===== config.mk =====
export PLATFORM = sky130hd
export DESIGN_NAME = alu_serial
export DESIGN_NICKNAME = d
export VERILOG_FILES = /design/src/rtl/alu_serial.sv
export SDC_FILE = /design/constraint.sdc
export NUM_CORES = 1
export LEC_CHECK = 0
export CORE_MARGIN = 8
export CORE_UTILIZATION = 40
export DETAILED_ROUTE_END_ITERATION = 16
export GPL_TIMING_DRIVEN = 0
export PLACE_DENSITY_LB_ADDON = 0.08
export SETUP_SLACK_MARGIN = 0.3
export SYNTH_ARGS = -nofsm -noshare
export SYNTH_HDL_FRONTEND = slang
export SYNTH_SLANG_ARGS = --single-unit

===== constraint.sdc =====
create_clock -name clk -period 3.7 [get_ports clk]
set_clock_uncertainty 0.2 [all_clocks]
set_input_delay 0.74 -clock clk [delete_from_list [all_inputs] [get_ports clk]]
set_output_delay 0.74 -clock clk [all_outputs]
set_load 0.03 [all_outputs]

===== src/rtl/alu_serial.sv =====
// Nibble-serial ALU (add/adc/sub/sbc/cp/and/xor/or; decimal adjust under ALU_SERIAL_DAA_EN), WIDTH/4 RUN cycles then a one-cycle done.
// Latency: done follows the start edge by WIDTH/4 edges; start is ignored while busy or done, nothing is queued.
module alu_serial #(
    parameter int WIDTH = 8
) (
    input  logic             clk,
    input  logic             rst,
    input  logic             start,
    input  logic [3:0]       alu_op,
    input  logic [WIDTH-1:0] in_A,
    input  logic [WIDTH-1:0] in_B,
    input  logic             in_C,
    input  logic             in_N,
    input  logic             in_H,
    output logic             busy,
    output logic             done,
    output logic [WIDTH-1:0] out,
    output logic             out_Z,
    output logic             out_N,
    output logic             out_H,
    output logic             out_C
);

    localparam int NIB = WIDTH / 4;
    localparam int IW  = (NIB > 1) ? $clog2(NIB) : 1;
    localparam logic [IW-1:0] LAST = IW'(NIB - 1);

    localparam logic [3:0] OP_ADD = 4'd0;
    localparam logic [3:0] OP_ADC = 4'd1;
    localparam logic [3:0] OP_SUB = 4'd2;
    localparam logic [3:0] OP_SBC = 4'd3;
    localparam logic [3:0] OP_AND = 4'd4;
    localparam logic [3:0] OP_XOR = 4'd5;
    localparam logic [3:0] OP_OR  = 4'd6;
    localparam logic [3:0] OP_CP  = 4'd7;

    typedef enum logic [1:0] {
        IDLE,
        RUN,
        DONE
    } state_t;

    state_t           state;
    logic [IW-1:0]    idx;
    logic [3:0]       op_q;
    logic [WIDTH-1:0] a_q;
    logic [WIDTH-1:0] a_sh;
    logic [WIDTH-1:0] b_sh;
    logic [WIDTH-1:0] res_q;
    logic             cy;
    logic             h_q;
    logic             nz_q;
    logic             n_in_q;
    logic             c_daa_q;

    logic             start_daa;
    logic             run_daa;
    logic             daa_hi;
    logic [WIDTH-1:0] daa_corr;

`ifdef ALU_SERIAL_DAA_EN
    localparam logic [3:0] OP_DAA = 4'd8;
    logic daa_lo;

    // Decimal adjust is run as A +/- correction on the same nibble adder.
    assign start_daa = (alu_op == OP_DAA);
    assign run_daa   = (op_q == OP_DAA);
    assign daa_lo    = in_N ? in_H : (in_H || (in_A[3:0] > 4'd9));
    assign daa_hi    = in_N ? in_C : (in_C || (in_A > WIDTH'(8'h99)));
    assign daa_corr  = WIDTH'({(daa_hi ? 4'h6 : 4'h0), (daa_lo ? 4'h6 : 4'h0)});
`else
    logic unused_daa;

    assign start_daa  = 1'b0;
    assign run_daa    = 1'b0;
    assign daa_hi     = 1'b0;
    assign daa_corr   = '0;
    assign unused_daa = in_H;
`endif

    logic             cy_init;
    logic             sub_op;
    logic             arith_op;
    logic [3:0]       a_nib;
    logic [3:0]       b_nib;
    logic [4:0]       sum;
    logic [3:0]       nib;
    logic [WIDTH-1:0] res_next;
    logic             h_fin;
    logic             fl_n;
    logic             fl_h;
    logic             fl_c;

    always_comb begin
        cy_init = 1'b0;
        case (alu_op)
            OP_ADC:        cy_init = in_C;
            OP_SUB, OP_CP: cy_init = 1'b1;
            OP_SBC:        cy_init = !in_C;
            default:       cy_init = start_daa ? in_N : 1'b0;
        endcase
    end

    always_comb begin
        a_nib    = a_sh[3:0];
        sub_op   = (op_q inside {OP_SUB, OP_SBC, OP_CP}) || (run_daa && n_in_q);
        arith_op = (op_q inside {OP_ADD, OP_ADC, OP_SUB, OP_SBC, OP_CP}) || run_daa;
        b_nib    = sub_op ? ~b_sh[3:0] : b_sh[3:0];
        sum      = {1'b0, a_nib} + {1'b0, b_nib} + {4'b0000, cy};
        case (op_q)
            OP_AND:  nib = a_nib & b_sh[3:0];
            OP_XOR:  nib = a_nib ^ b_sh[3:0];
            OP_OR:   nib = a_nib | b_sh[3:0];
            default: nib = arith_op ? sum[3:0] : a_nib;
        endcase
        res_next = res_q;
        res_next[{idx, 2'b00} +: 4] = nib;
        // With a single nibble the half-carry is the carry being produced right now.
        h_fin = (idx == '0) ? sum[4] : h_q;
    end

    always_comb begin
        fl_n = 1'b0;
        fl_h = 1'b0;
        fl_c = 1'b0;
        if (run_daa) begin
            fl_n = n_in_q;
            fl_c = c_daa_q;
        end else begin
            case (op_q)
                OP_ADD, OP_ADC: begin
                    fl_h = h_fin;
                    fl_c = sum[4];
                end
                OP_SUB, OP_SBC, OP_CP: begin
                    fl_n = 1'b1;
                    fl_h = !h_fin;
                    fl_c = !sum[4];
                end
                OP_AND:  fl_h = 1'b1;
                default: ;
            endcase
        end
    end

    always_ff @(posedge clk) begin
        if (rst) begin
            state   <= IDLE;
            busy    <= 1'b0;
            done    <= 1'b0;
            out     <= '0;
            out_Z   <= 1'b0;
            out_N   <= 1'b0;
            out_H   <= 1'b0;
            out_C   <= 1'b0;
            idx     <= '0;
            op_q    <= '0;
            a_q     <= '0;
            a_sh    <= '0;
            b_sh    <= '0;
            res_q   <= '0;
            cy      <= 1'b0;
            h_q     <= 1'b0;
            nz_q    <= 1'b0;
            n_in_q  <= 1'b0;
            c_daa_q <= 1'b0;
        end else begin
            case (state)
                IDLE: begin
                    done <= 1'b0;
                    if (start) begin
                        state   <= RUN;
                        busy    <= 1'b1;
                        idx     <= '0;
                        op_q    <= alu_op;
                        a_q     <= in_A;
                        a_sh    <= in_A;
                        b_sh    <= start_daa ? daa_corr : in_B;
                        res_q   <= '0;
                        cy      <= cy_init;
                        nz_q    <= 1'b0;
                        n_in_q  <= in_N;
                        c_daa_q <= daa_hi;
                    end
                end
                RUN: begin
                    a_sh  <= a_sh >> 4;
                    b_sh  <= b_sh >> 4;
                    res_q <= res_next;
                    cy    <= sum[4];
                    nz_q  <= nz_q | (|nib);
                    idx   <= idx + 1'b1;
                    if (idx == '0) begin
                        h_q <= sum[4];
                    end
                    if (idx == LAST) begin
                        state <= DONE;
                        busy  <= 1'b0;
                        done  <= 1'b1;
                        out   <= (op_q == OP_CP) ? a_q : res_next;
                        out_Z <= !(nz_q | (|nib));
                        out_N <= fl_n;
                        out_H <= fl_h;
                        out_C <= fl_c;
                    end
                end
                DONE: begin
                    done  <= 1'b0;
                    state <= IDLE;
                end
                default: state <= IDLE;
            endcase
        end
    end

endmodule


==> metrics.md <==
| Metric | Value |
|---|---|
| Die Y | 95.53 um |
| Most frequent cells in the layout | 51 x dfxtp_1, 49 x nand2_1, 36 x clkdlybuf4s50_1 |
| Port Buffer Count | 36 |
| WL final | 6.624 mm |
| Status | complete, no violations |
| FMAX | 313.3 MHz |
| Clk buf depth | 2 |
| Starting density of the core | 40.54% |
| Storage cell area | 1042 um^2 |
| Hold Crit Class | flip-flop to flip-flop |
| Leak pwr | 1.134 nW |
| Maximum VDD drop | 0.2296 mV |
| Routed Antenna Nets | 0 |
| Synth warn | 0 |
| Setup crit start kind | flip-flop |
| Most common cell after layout, fill and taps aside | dfxtp_1 |
| First-pass GRT wire length | 11.12 mm |
| Worst rel slew slack | 62.01% |
| Placed insts | 418 |
| Main synth FF type | dfxtp_1 |
| Die Area | 9126 um^2 |
| Remaining DRCs | 0 |
| Max incr delay on CP | 0.43 ns |
| Final setup violation count | 0 |
| Maxcap violations | 0 |
| TritonCTS Buffers | 5 |
| Diodes inserted | 0 |
| CP Cell Sequence | clkbuf_1, or2_1, nor2_4, xnor2_1, fa_1, inv_1, fa_1, a211oi_2, mux2i_1, a211oi_1 |
| Pre-antenna DRT Iters | 4 |
| Pwr Density | 404.8 nW/um^2 |
| Final setup TNS | 0 ns |
| Number of synthesized flops with an enable pin | 0 |
| Asr flop ratio synth | 0% |
| WS Path Type | flip-flop to flip-flop |
| CTS tree | built |
| Final worst setup slack | 0.5078 ns |
| 1st-iter DRT viols | 127 |
| # IOs | 40 |
| Yosys reg bits | 52 |
| Clk_lat worst skew | 0.31 ns |
| Area of the multi-input gates | 1355 um^2 |
| DR vias | 2242 |
| Minimum clock period | 3.192 ns |
| Core box area | 6241 um^2 |
| Post-synthesis area per instance | 8.295 um^2 |
| CP endpoint kind | flip-flop |
| Final Slew Violations | 0 |
| Global route overflow | 0 |
| Final non-filler cell total | 426 |
| Row count | 29 |
| CP dominant cell by count | fa_1 |
| CTS root buffer | clkbuf_8 |
| Share of cells above drive strength 1 | 7.163% |
| CP max FO | 10 |
| Post-CTS Setup Repair Bufs | 0 |
| Fin. Hold Viols | 0 |
| Final instance area | 3079 um^2 |
| GRT Util Overall | 15.75% |
| GPL Wtd Cong | 0.8107 |
| Initial antenna violation count | 0 |
| Final nets | 387 |
| Area growth, synth to finish | 21.71% |
| Chip width | 95.53 um |
| Clk slew on worst S/H paths | 0.10 ns |
| Tot Pwr | 1.247 mW |
| CP arrival | 3.23 ns |
| Syn_nets | 344 |
| Clk sinks | 52 |
| Post-detail-place hpwl | 5.021 mm |
| Hold_ws | 0.2602 ns |
| Mapped Cells | 305 |
| Fin crit share | 86.28% |
| Fillers | 636 |
| Worst slew pin tran | 0.5699 ns |
| Pre-CTS setup slack | 0.4292 ns |
| Vias per cell | 5.263 |
| Core Util, Final | 49.34% |
| Placed Area | 2987 um^2 |
| Post-synthesis sequential area ratio | 41.15% |
| H-tree Lvls | 2 |
| Routed length per instance | 15.55 um |
| RSZ-0062 raised after global routing | no |
| Critical path's slowest cell | fa_1 |
| Pin count of the biggest net entering global routing | 17 |
| Synthesized area | 2530 um^2 |
| Critical Path RT | 3.74 ns |
| Netlist cell types | 44 |
| Vias in the first global route | 2145 |
| Hold-fix buffers, CTS | 0 |
## report_power, final
group / switching [mW] / leakage (nW) / internal, mW
clock network: 0.201 / 0.0456 / 0.136
logic: 0.165 / 0.663 / 0.120
registers: 0.0284 / 0.426 / 0.597
## synthesized netlist by cell type (4+ instances only)
library cell	n	area [um^2]
inv_1	12	45.04
ha_1	11	137.6
nand3_1	6	30.03
nand2_1	49	183.9
o21ai_0	5	25.02
a31oi_1	8	50.05
a21oi_1	32	160.2
xnor2_1	4	35.03
nor2b_1	7	43.79
nor3_1	4	20.02
dfxtp_1	52	1041
a211oi_1	8	60.06
nor2_1	29	108.9
buf_2	6	30.03
a2111oi_0	4	35.03
mux2i_1	7	70.07
nand2b_1	6	37.54
clkbuf_1	12	45.04
nor3b_1	7	52.55
a22oi_1	6	45.04
## registers in the layout (all words and copies together) (netlist names), 2 cells and up
register  count
state         2
res_q         4
a_sh          8
a_q           8
op_q          4
out           8
b_sh          8
## metal layers
layer	routed length (um)	share of wire (%)	global-route usage, %
met2	2890	44	23.09
met4	135	2.0	6.274
met3	370	5.6	2.756
met1	3228	49	22.23
met5	0	0	0
## critical path, delay by kind of cell (launching register included)
| kind | cells | cell delay (ns) |
|---|---|---|
| adder cells (fa/ha/maj) | 2 | 0.84 |
| flip-flops | 1 | 0.33 |
| buffers and inverters | 2 | 0.33 |
| AND/OR/NAND/NOR | 2 | 0.57 |
| XOR/XNOR | 1 | 0.11 |
| AO/OA/AOI/OAI | 2 | 0.61 |
| multiplexers | 1 | 0.14 |
## kinds of logic (layout without fill, tap and decap cells)
group / Yosys count / count (layout) / synth area share, %
compound gates: 75 / 75 / 19.19
xor+xnor: 5 / 5 / 1.731
fa+ha+maj: 13 / 13 / 7.023
buf+inv: 33 / 77 / 5.489
flops: 52 / 52 / 41.15
mux: 7 / 7 / 2.770
simple gates: 120 / 120 / 22.65
## final cells by class
| cell class | instances | area share (%) |
|---|---|---|
| Multi-Input combinational cell | 220 | 44.01 |
| Clock inverter | 2 | 0.4470 |
| Inverter | 13 | 1.585 |
| Tap cell | 77 | 3.129 |
| Sequential cell | 52 | 33.85 |
| Clock buffer | 6 | 2.357 |
| Buffer | 20 | 2.926 |
| Timing Repair Buffer | 36 | 11.70 |
## timing repair
item	4_1_cts	5_1_grt
setup endpoints to repair	0	8
hold endpoints to repair	0	0
gates resized for setup	0	3
## final timing paths
check / startpoint / endpoint / slack [ns] / depth (start not counted)
min: a_sh[7] / a_sh[7] / 0.26 / 2
max: op_q[3] / out[5] / 0.51 / 10
max reg2reg: op_q[3] / out[5] / 0.51 / 10
min reg2reg: a_sh[7] / a_sh[7] / 0.26 / 2
Note: power is estimated with default switching activity, not from simulation.
